==> src/rtl/fpa_pkg.sv <==
// Shared definitions for the F-PA T-register shift sequencer: state/op
// encodings, mantissa geometry and exponent limits.
package fpa_pkg;

    localparam int MANT_W = 40;
    localparam int EXP_W  = 8;

    localparam logic [EXP_W-1:0] EXP_MIN = 8'h80;
    localparam logic [EXP_W-1:0] EXP_MAX = 8'h7F;

    typedef enum logic [2:0] {
        ST_IDLE,
        ST_CHECK,
        ST_SHL,
        ST_SHR,
        ST_CLR,
        ST_DONE
    } state_t;

    typedef enum logic {
        OP_NORM  = 1'b0,
        OP_ALIGN = 1'b1
    } op_t;

endpackage

==> src/rtl/fpa_norm_ctl_if.sv <==
// Microsequencer handshake plus T-register control/status bundle for fpa_norm_ctl.
interface fpa_norm_ctl_if;
    import fpa_pkg::*;

    logic             start;
    op_t              op;
    logic [EXP_W-1:0] exp_in;
    logic [7:0]       amt;
    logic             t0;
    logic             t0_t1;
    logic [5:0]       t_nz;
    logic             t_shl;
    logic             t_shr;
    logic             t_1;
    logic             t_clr;
    logic             busy;
    logic             done;
    logic [EXP_W-1:0] exp_out;
    logic             zero;
    logic             exp_uf;
    logic             exp_of;

    modport master (
        output start, op, exp_in, amt, t0, t0_t1, t_nz,
        input  t_shl, t_shr, t_1, t_clr, busy, done, exp_out, zero, exp_uf, exp_of
    );

    modport slave (
        input  start, op, exp_in, amt, t0, t0_t1, t_nz,
        output t_shl, t_shr, t_1, t_clr, busy, done, exp_out, zero, exp_uf, exp_of
    );

endinterface

==> src/rtl/fpa_expcnt.sv <==
// Loadable two's-complement exponent counter: decrement, saturating add of an
// unsigned amount, force-to-minimum, with sticky underflow/overflow flags.
module fpa_expcnt
    import fpa_pkg::*;
(
    input  logic             clk_sys,
    input  logic             clm_,
    input  logic             load,
    input  logic [EXP_W-1:0] load_val,
    input  logic             add_en,
    input  logic [7:0]       add_val,
    input  logic             dec_en,
    input  logic             set_min,
    input  logic             set_uf,
    output logic [EXP_W-1:0] exp_val,
    output logic             uf,
    output logic             of,
    output logic             at_min
);

    logic [EXP_W-1:0]        exp_reg;
    logic                    uf_reg;
    logic                    of_reg;
    logic signed [EXP_W+1:0] sum;
    logic                    sat;

    // Two guard bits hold any signed exponent plus an 8-bit unsigned amount.
    assign sum = $signed({{2{exp_reg[EXP_W-1]}}, exp_reg}) + $signed({2'b00, add_val});
    assign sat = (sum > $signed({2'b00, EXP_MAX}));

    always_ff @(posedge clk_sys or negedge clm_) begin
        if (!clm_) begin
            exp_reg <= '0;
            uf_reg  <= 1'b0;
            of_reg  <= 1'b0;
        end else if (load) begin
            exp_reg <= load_val;
            uf_reg  <= 1'b0;
            of_reg  <= 1'b0;
        end else begin
            if (set_min) begin
                exp_reg <= EXP_MIN;
            end else if (add_en) begin
                if (sat) begin
                    exp_reg <= EXP_MAX;
                    of_reg  <= 1'b1;
                end else begin
                    exp_reg <= sum[EXP_W-1:0];
                end
            end else if (dec_en && !at_min) begin
                exp_reg <= exp_reg - {{(EXP_W-1){1'b0}}, 1'b1};
            end
            if (set_uf) begin
                uf_reg <= 1'b1;
            end
        end
    end

    assign exp_val = exp_reg;
    assign uf      = uf_reg;
    assign of      = of_reg;
    assign at_min  = (exp_reg == EXP_MIN);

endmodule

==> src/rtl/fpa_norm_ctl.sv <==
// Sequences T-register shifts for NORM (left-normalize) and ALIGN (arithmetic
// right-align) while tracking the exponent; start/done handshake to the microsequencer.
module fpa_norm_ctl
    import fpa_pkg::*;
(
    input  logic           clk_sys,
    input  logic           clm_,
    fpa_norm_ctl_if.slave  bus
);

    localparam logic [7:0] NORM_LIM  = 8'(MANT_W - 1);
    localparam logic [7:0] ALIGN_LIM = 8'(MANT_W);

    state_t     state_reg;
    op_t        op_reg;
    logic [7:0] cnt_reg;
    logic       t_shl_reg;
    logic       t_shr_reg;
    logic       t_1_reg;
    logic       t_clr_reg;
    logic       busy_reg;
    logic       done_reg;
    logic       zero_reg;

    state_t     check_next;
    logic       start_ok;
    logic       add_en;
    logic [7:0] add_val;
    logic       dec_en;
    logic       set_min;
    logic       set_uf;
    logic       at_min;

    assign start_ok = (state_reg == ST_IDLE) && bus.start;

    // CHECK decisions and exponent commands; T flags are only looked at in CHECK.
    always_comb begin
        check_next = ST_DONE;
        add_en     = 1'b0;
        add_val    = 8'd1;
        dec_en     = 1'b0;
        set_min    = 1'b0;
        set_uf     = 1'b0;
        case (state_reg)
            ST_CHECK: begin
                if (op_reg == OP_NORM) begin
                    if (cnt_reg == NORM_LIM) begin
                        check_next = ST_DONE;
                    end else if (bus.t_nz == 6'd0) begin
                        check_next = ST_CLR;
                        set_min    = 1'b1;
                    end else if (bus.t0_t1) begin
                        check_next = ST_DONE;
                    end else if (at_min) begin
                        check_next = ST_CLR;
                        set_uf     = 1'b1;
                    end else begin
                        check_next = ST_SHL;
                    end
                end else begin
                    if (cnt_reg == 8'd0) begin
                        check_next = ST_DONE;
                    end else if (cnt_reg >= ALIGN_LIM) begin
                        check_next = ST_CLR;
                        add_en     = 1'b1;
                        add_val    = cnt_reg;
                    end else begin
                        check_next = ST_SHR;
                    end
                end
            end
            ST_SHL:  dec_en = 1'b1;
            ST_SHR:  add_en = 1'b1;
            default: ;
        endcase
    end

    always_ff @(posedge clk_sys or negedge clm_) begin
        if (!clm_) begin
            state_reg <= ST_IDLE;
            op_reg    <= OP_NORM;
            cnt_reg   <= '0;
            t_shl_reg <= 1'b0;
            t_shr_reg <= 1'b0;
            t_1_reg   <= 1'b0;
            t_clr_reg <= 1'b0;
            busy_reg  <= 1'b0;
            done_reg  <= 1'b0;
            zero_reg  <= 1'b0;
        end else begin
            t_shl_reg <= 1'b0;
            t_shr_reg <= 1'b0;
            t_1_reg   <= 1'b0;
            t_clr_reg <= 1'b0;
            done_reg  <= 1'b0;
            case (state_reg)
                ST_IDLE: begin
                    if (start_ok) begin
                        op_reg    <= bus.op;
                        cnt_reg   <= (bus.op == OP_ALIGN) ? bus.amt : 8'd0;
                        zero_reg  <= 1'b0;
                        busy_reg  <= 1'b1;
                        state_reg <= ST_CHECK;
                    end
                end
                ST_CHECK: begin
                    state_reg <= check_next;
                    case (check_next)
                        ST_SHL: t_shl_reg <= 1'b1;
                        ST_SHR: begin
                            t_shr_reg <= 1'b1;
                            t_1_reg   <= bus.t0;
                        end
                        ST_CLR: begin
                            t_clr_reg <= 1'b1;
                            zero_reg  <= 1'b1;
                        end
                        default: done_reg <= 1'b1;
                    endcase
                end
                ST_SHL: begin
                    cnt_reg   <= cnt_reg + 8'd1;
                    state_reg <= ST_CHECK;
                end
                ST_SHR: begin
                    cnt_reg <= cnt_reg - 8'd1;
                    // The sign cannot change under an arithmetic right shift, so the fill is held.
                    if (cnt_reg == 8'd1) begin
                        state_reg <= ST_DONE;
                        done_reg  <= 1'b1;
                    end else begin
                        t_shr_reg <= 1'b1;
                        t_1_reg   <= t_1_reg;
                    end
                end
                ST_CLR: begin
                    state_reg <= ST_DONE;
                    done_reg  <= 1'b1;
                end
                ST_DONE: begin
                    busy_reg  <= 1'b0;
                    state_reg <= ST_IDLE;
                end
                default: state_reg <= ST_IDLE;
            endcase
        end
    end

    fpa_expcnt u_expcnt (
        .clk_sys  (clk_sys),
        .clm_     (clm_),
        .load     (start_ok),
        .load_val (bus.exp_in),
        .add_en   (add_en),
        .add_val  (add_val),
        .dec_en   (dec_en),
        .set_min  (set_min),
        .set_uf   (set_uf),
        .exp_val  (bus.exp_out),
        .uf       (bus.exp_uf),
        .of       (bus.exp_of),
        .at_min   (at_min)
    );

    assign bus.t_shl = t_shl_reg;
    assign bus.t_shr = t_shr_reg;
    assign bus.t_1   = t_1_reg;
    assign bus.t_clr = t_clr_reg;
    assign bus.busy  = busy_reg;
    assign bus.done  = done_reg;
    assign bus.zero  = zero_reg;

endmodule

==> src/flat_wrapper.sv <==
// flat-port wrapper written by rule: the top's interface ports become plain ports
module fpa_norm_ctl_flat import fpa_pkg::*;
  (clk_sys, clm_, bus_start, bus_op, bus_exp_in, bus_amt, bus_t0, bus_t0_t1, bus_t_nz, bus_t_shl, bus_t_shr, bus_t_1, bus_t_clr, bus_busy, bus_done, bus_exp_out, bus_zero, bus_exp_uf, bus_exp_of);
  fpa_norm_ctl_if bus_i ();
  input  logic clk_sys;
  input  logic clm_;
  input wire logic [$bits(bus_i.start)-1:0] bus_start;
  input wire logic [$bits(bus_i.op)-1:0] bus_op;
  input wire logic [$bits(bus_i.exp_in)-1:0] bus_exp_in;
  input wire logic [$bits(bus_i.amt)-1:0] bus_amt;
  input wire logic [$bits(bus_i.t0)-1:0] bus_t0;
  input wire logic [$bits(bus_i.t0_t1)-1:0] bus_t0_t1;
  input wire logic [$bits(bus_i.t_nz)-1:0] bus_t_nz;
  output wire logic [$bits(bus_i.t_shl)-1:0] bus_t_shl;
  output wire logic [$bits(bus_i.t_shr)-1:0] bus_t_shr;
  output wire logic [$bits(bus_i.t_1)-1:0] bus_t_1;
  output wire logic [$bits(bus_i.t_clr)-1:0] bus_t_clr;
  output wire logic [$bits(bus_i.busy)-1:0] bus_busy;
  output wire logic [$bits(bus_i.done)-1:0] bus_done;
  output wire logic [$bits(bus_i.exp_out)-1:0] bus_exp_out;
  output wire logic [$bits(bus_i.zero)-1:0] bus_zero;
  output wire logic [$bits(bus_i.exp_uf)-1:0] bus_exp_uf;
  output wire logic [$bits(bus_i.exp_of)-1:0] bus_exp_of;
  assign bus_i.start = bus_start;
  assign bus_i.op = bus_op;
  assign bus_i.exp_in = bus_exp_in;
  assign bus_i.amt = bus_amt;
  assign bus_i.t0 = bus_t0;
  assign bus_i.t0_t1 = bus_t0_t1;
  assign bus_i.t_nz = bus_t_nz;
  assign bus_t_shl = bus_i.t_shl;
  assign bus_t_shr = bus_i.t_shr;
  assign bus_t_1 = bus_i.t_1;
  assign bus_t_clr = bus_i.t_clr;
  assign bus_busy = bus_i.busy;
  assign bus_done = bus_i.done;
  assign bus_exp_out = bus_i.exp_out;
  assign bus_zero = bus_i.zero;
  assign bus_exp_uf = bus_i.exp_uf;
  assign bus_exp_of = bus_i.exp_of;
  fpa_norm_ctl u_core (.clk_sys(clk_sys), .clm_(clm_), .bus(bus_i));
endmodule
==> config.mk <==
export PLATFORM = sky130hd
export DESIGN_NAME = fpa_norm_ctl_flat
export DESIGN_NICKNAME = d
export VERILOG_FILES = /design/src/rtl/fpa_pkg.sv /design/src/rtl/fpa_norm_ctl_if.sv /design/src/rtl/fpa_expcnt.sv /design/src/rtl/fpa_norm_ctl.sv /design/src/flat_wrapper.sv
export SDC_FILE = /design/constraint.sdc
export NUM_CORES = 1
export LEC_CHECK = 0
export BUFFER_PORTS_ARGS = -buffer_cell sky130_fd_sc_hd__buf_2
export CAP_MARGIN = 20
export CORE_MARGIN = 3
export CORE_UTILIZATION = 54
export DETAILED_ROUTE_END_ITERATION = 8
export GPL_TIMING_DRIVEN = 0
export HOLD_SLACK_MARGIN = 0.1
export PLACE_DENSITY_LB_ADDON = 0.2
export SYNTH_ARGS = -nofsm -noshare
export SYNTH_HDL_FRONTEND = slang
export SYNTH_SLANG_ARGS = --single-unit
export TNS_END_PERCENT = 20
==> constraint.sdc <==
create_clock -name clk_sys -period 4.5 [get_ports clk_sys]
set_clock_uncertainty 0.2 [all_clocks]
set_input_delay 0.225 -clock clk_sys [delete_from_list [all_inputs] [get_ports clk_sys]]
set_output_delay 0.225 -clock clk_sys [all_outputs]
set_load 0.02 [all_outputs]
==> flow_summary.yaml <==
logic_synthesis:
  synth_fp_nets: 326
  syn_avg_cell_area_sq_um: 8.53
  yosys_register_bits: 29
  post-synth-top-area-cell: "dfrtp_1"
  netlist.area_leader.share_pct: 30.2
  syn_inst: 282
  yosysMostFrequentCell: "dfrtp_1"
  synth_commonest_cells: "29 x dfrtp_1, 23 x nand2_1, 22 x nor2_1, 19 x a21oi_1, 17 x inv_1"
  synth.distinct_cells: 66
  yosysSeqAreaShare_pct: 30.2
  synth_edf_count: 0
  synth_area_leaders: "dfrtp_1 30%, ha_1 7.8%, a21oi_1 4.0%"
  yosys_warnings: 0
  syn_area_sq_mm: 0.00240
  postSynth.asyncResetShare_pct: 100
  synth-main-ff-cell: "dfrtp_1"
critical_path:
  cp-start-kind: "register"
  required_ps: 4420
  end_kind: "register"
  cp_max_fo: 9
  slowest_stage: "nor3_1"
  worst_path_dominant_cell_family: "compound AO/OA/AOI/OAI gates"
  cp_num_buf_inv: 1
  crit_type: "register to register"
  crit_chain: "clkbuf_1 -> o21ai_1 -> a21bo_2 -> nor3_1 -> nand2_1 -> ha_1 -> fa_1 -> a211o_1 -> o211ai_1 -> o221ai_1 -> o21bai_1 -> a22oi_2 -> a32oi_1"
  arrival_ps: 4020
  slowest_delay_ps: 440
global_route:
  overflow: 0
  grt_max_degree: 30
  grt_first_pass_wirelength_um: 10600
  gr-usage-all-layers_pct: 25.7
  antenna_found_initial: 0
  grt_pass1_vias: 2299
timing:
  timing.final.crit_share_pct: 91.1
  holdWs_ps: 128
  relSlewSlack_pct: 47.8
  slew_violations: 0
  hold_violations: 0
  worst_slew_pin_slew_ps: 780
  setup_tns_ps: 0
  fin_ws_ps: 399
  fmax_ghz: 0.244
  grt_setup_unrepaired: "no"
  finalSetupViolations: 0
  period_needed_ps: 4100
detailed_routing:
  viasPerCell: 6.26
  drtPass1Iterations: 6
  wl_um: 6780
  avgRoutedWirePerCell_um: 17.1
  via_count: 2487
  remaining_drc_errors: 0
  route.antenna.remaining_nets: 0
  first_iter_violations: 276
die:
  core_sq_mm: 0.00414
  die_y_um: 72.7
  pin_count: 45
  die_w_um: 72.7
  start_util_pct: 58.0
  row_count: 23
  dieArea_sq_mm: 0.00529
clock_tree:
  post_cts_buffers: 0
  cts_buffers: 5
  clkSinkCount: 29
  insertion_delay_ps: 280
  cts_max_path_buffers: 2
  cts_tree: "built"
  cts_root_buf: "clkbuf_8"
  path_clk_slew_ps: 70
  h-tree-depth: 2
job:
  max_cap_violations: 0
power:
  p_leak_nw: 1.36
  power.density_mw_per_mm2: 703
  ir_worst_vdd_uv: 365
  fin_total_pwr_w: 0.00205
placed_design:
  portBuffers: 43
  hpwl_um: 4720
  gp_congestion: 0.919
  placed_cells: 375
  post-place-ws_ps: 277
finish:
  area_delta_synth_final_pct: 21.2
  drive_above_1_share_pct: 18.7
  nNetsFinal: 390
  num_antenna_cells: 0
  fin_cells: 397
min_path:
  holdCritPathClass: "primary input to register"
status:
  outcome: "complete, no violations"
[tightest hold or removal path, delay by kind of cell]
| kind | cells | cell delay [ps] |
|---|---|---|
| buf+inv | 1 | 190 |
| simple gates | 2 | 150 |
[metrics by stage]
stage                     util [%]  area [sq um]
after floorplan                  -          2400
after global placement        64.7          2680
after detailed placement      64.7          2680
after CTS                     70.2          2910
after global routing          70.3          2910
final                         70.3          2910
[logic make-up after synthesis]
| kind of cell | count (synthesis) | synth area share (%) |
|---|---|---|
| AO/OA/AOI/OAI | 95 | 28.5 |
| XOR/XNOR | 10 | 3.64 |
| flip-flops | 29 | 30.2 |
| buffers and inverters | 29 | 5.72 |
| multiplexers | 3 | 1.30 |
| AND/OR/NAND/NOR | 100 | 22.1 |
| adder cells (fa/ha/maj) | 16 | 8.64 |
[layout by cell type (no fill, tap or decap), drive strengths merged, types with 6 or more instances in the layout]
master / netlist / final
dfrtp: 29 / 29
buf: 3 / 46
a31oi: 8 / 8
and2: 9 / 9
inv: 17 / 17
nand3: 7 / 7
ha: 15 / 15
nor2: 22 / 22
a21oi: 19 / 19
nor3: 10 / 10
xor2: 6 / 6
dlygate4sd3: 0 / 14
o21ai: 16 / 16
nand2: 23 / 23
clkbuf: 9 / 14
[per-layer routing]
layer	GRT usage (%)	vias up	share of wire (%)
met5	0	-	0
met4	9.02	0	1.8
met3	4.55	14	8.2
met2	42.0	113	48
met1	34.2	1177	42
li1	-	1183	-
[path summary, 6_finish.rpt]
kind,startpoint,endpoint,slack [ps],depth (start not counted)
max in group asynchronous,clm_,u_core.cnt_reg[5],3350,2
setup / recovery,u_core.cnt_reg[4],u_core.u_expcnt.exp_val[2],400,13
hold / removal,bus_op,u_core.op_reg,130,3
setup reg to reg,u_core.cnt_reg[4],u_core.u_expcnt.exp_val[2],400,13
hold reg to reg,u_core.bus.zero,u_core.bus.zero,290,1
min in group asynchronous,clm_,u_core.u_expcnt.exp_val[1],310,2
[what timing repair did]
action | CTS | global route
setup endpoints to repair | 0 | 6
gates resized for setup | 0 | 1
hold buffers | 14 | 0
hold endpoints to repair | 42 | 0
[power breakdown]
group	internal [W]	total (W)	switching [W]
logic	0.000531	0.00132	0.000786
clock network	0.000107	0.000218	0.000111
registers	0.000373	0.000512	0.000139
total	0.00101	0.00205	0.00104
[area by class of cell]
cell class | count | area (sq um)
clock inverter | 3 | 17.5
clock buffer | 5 | 68.8
fill | 358 | 1230
sequential | 29 | 726
buffer | 12 | 73.8
tap | 50 | 62.6
multi-input combinational | 224 | 1550
inverter | 17 | 63.8
timing repair buffer | 57 | 355
No activity file was read; power rests on OpenSTA's default activity.
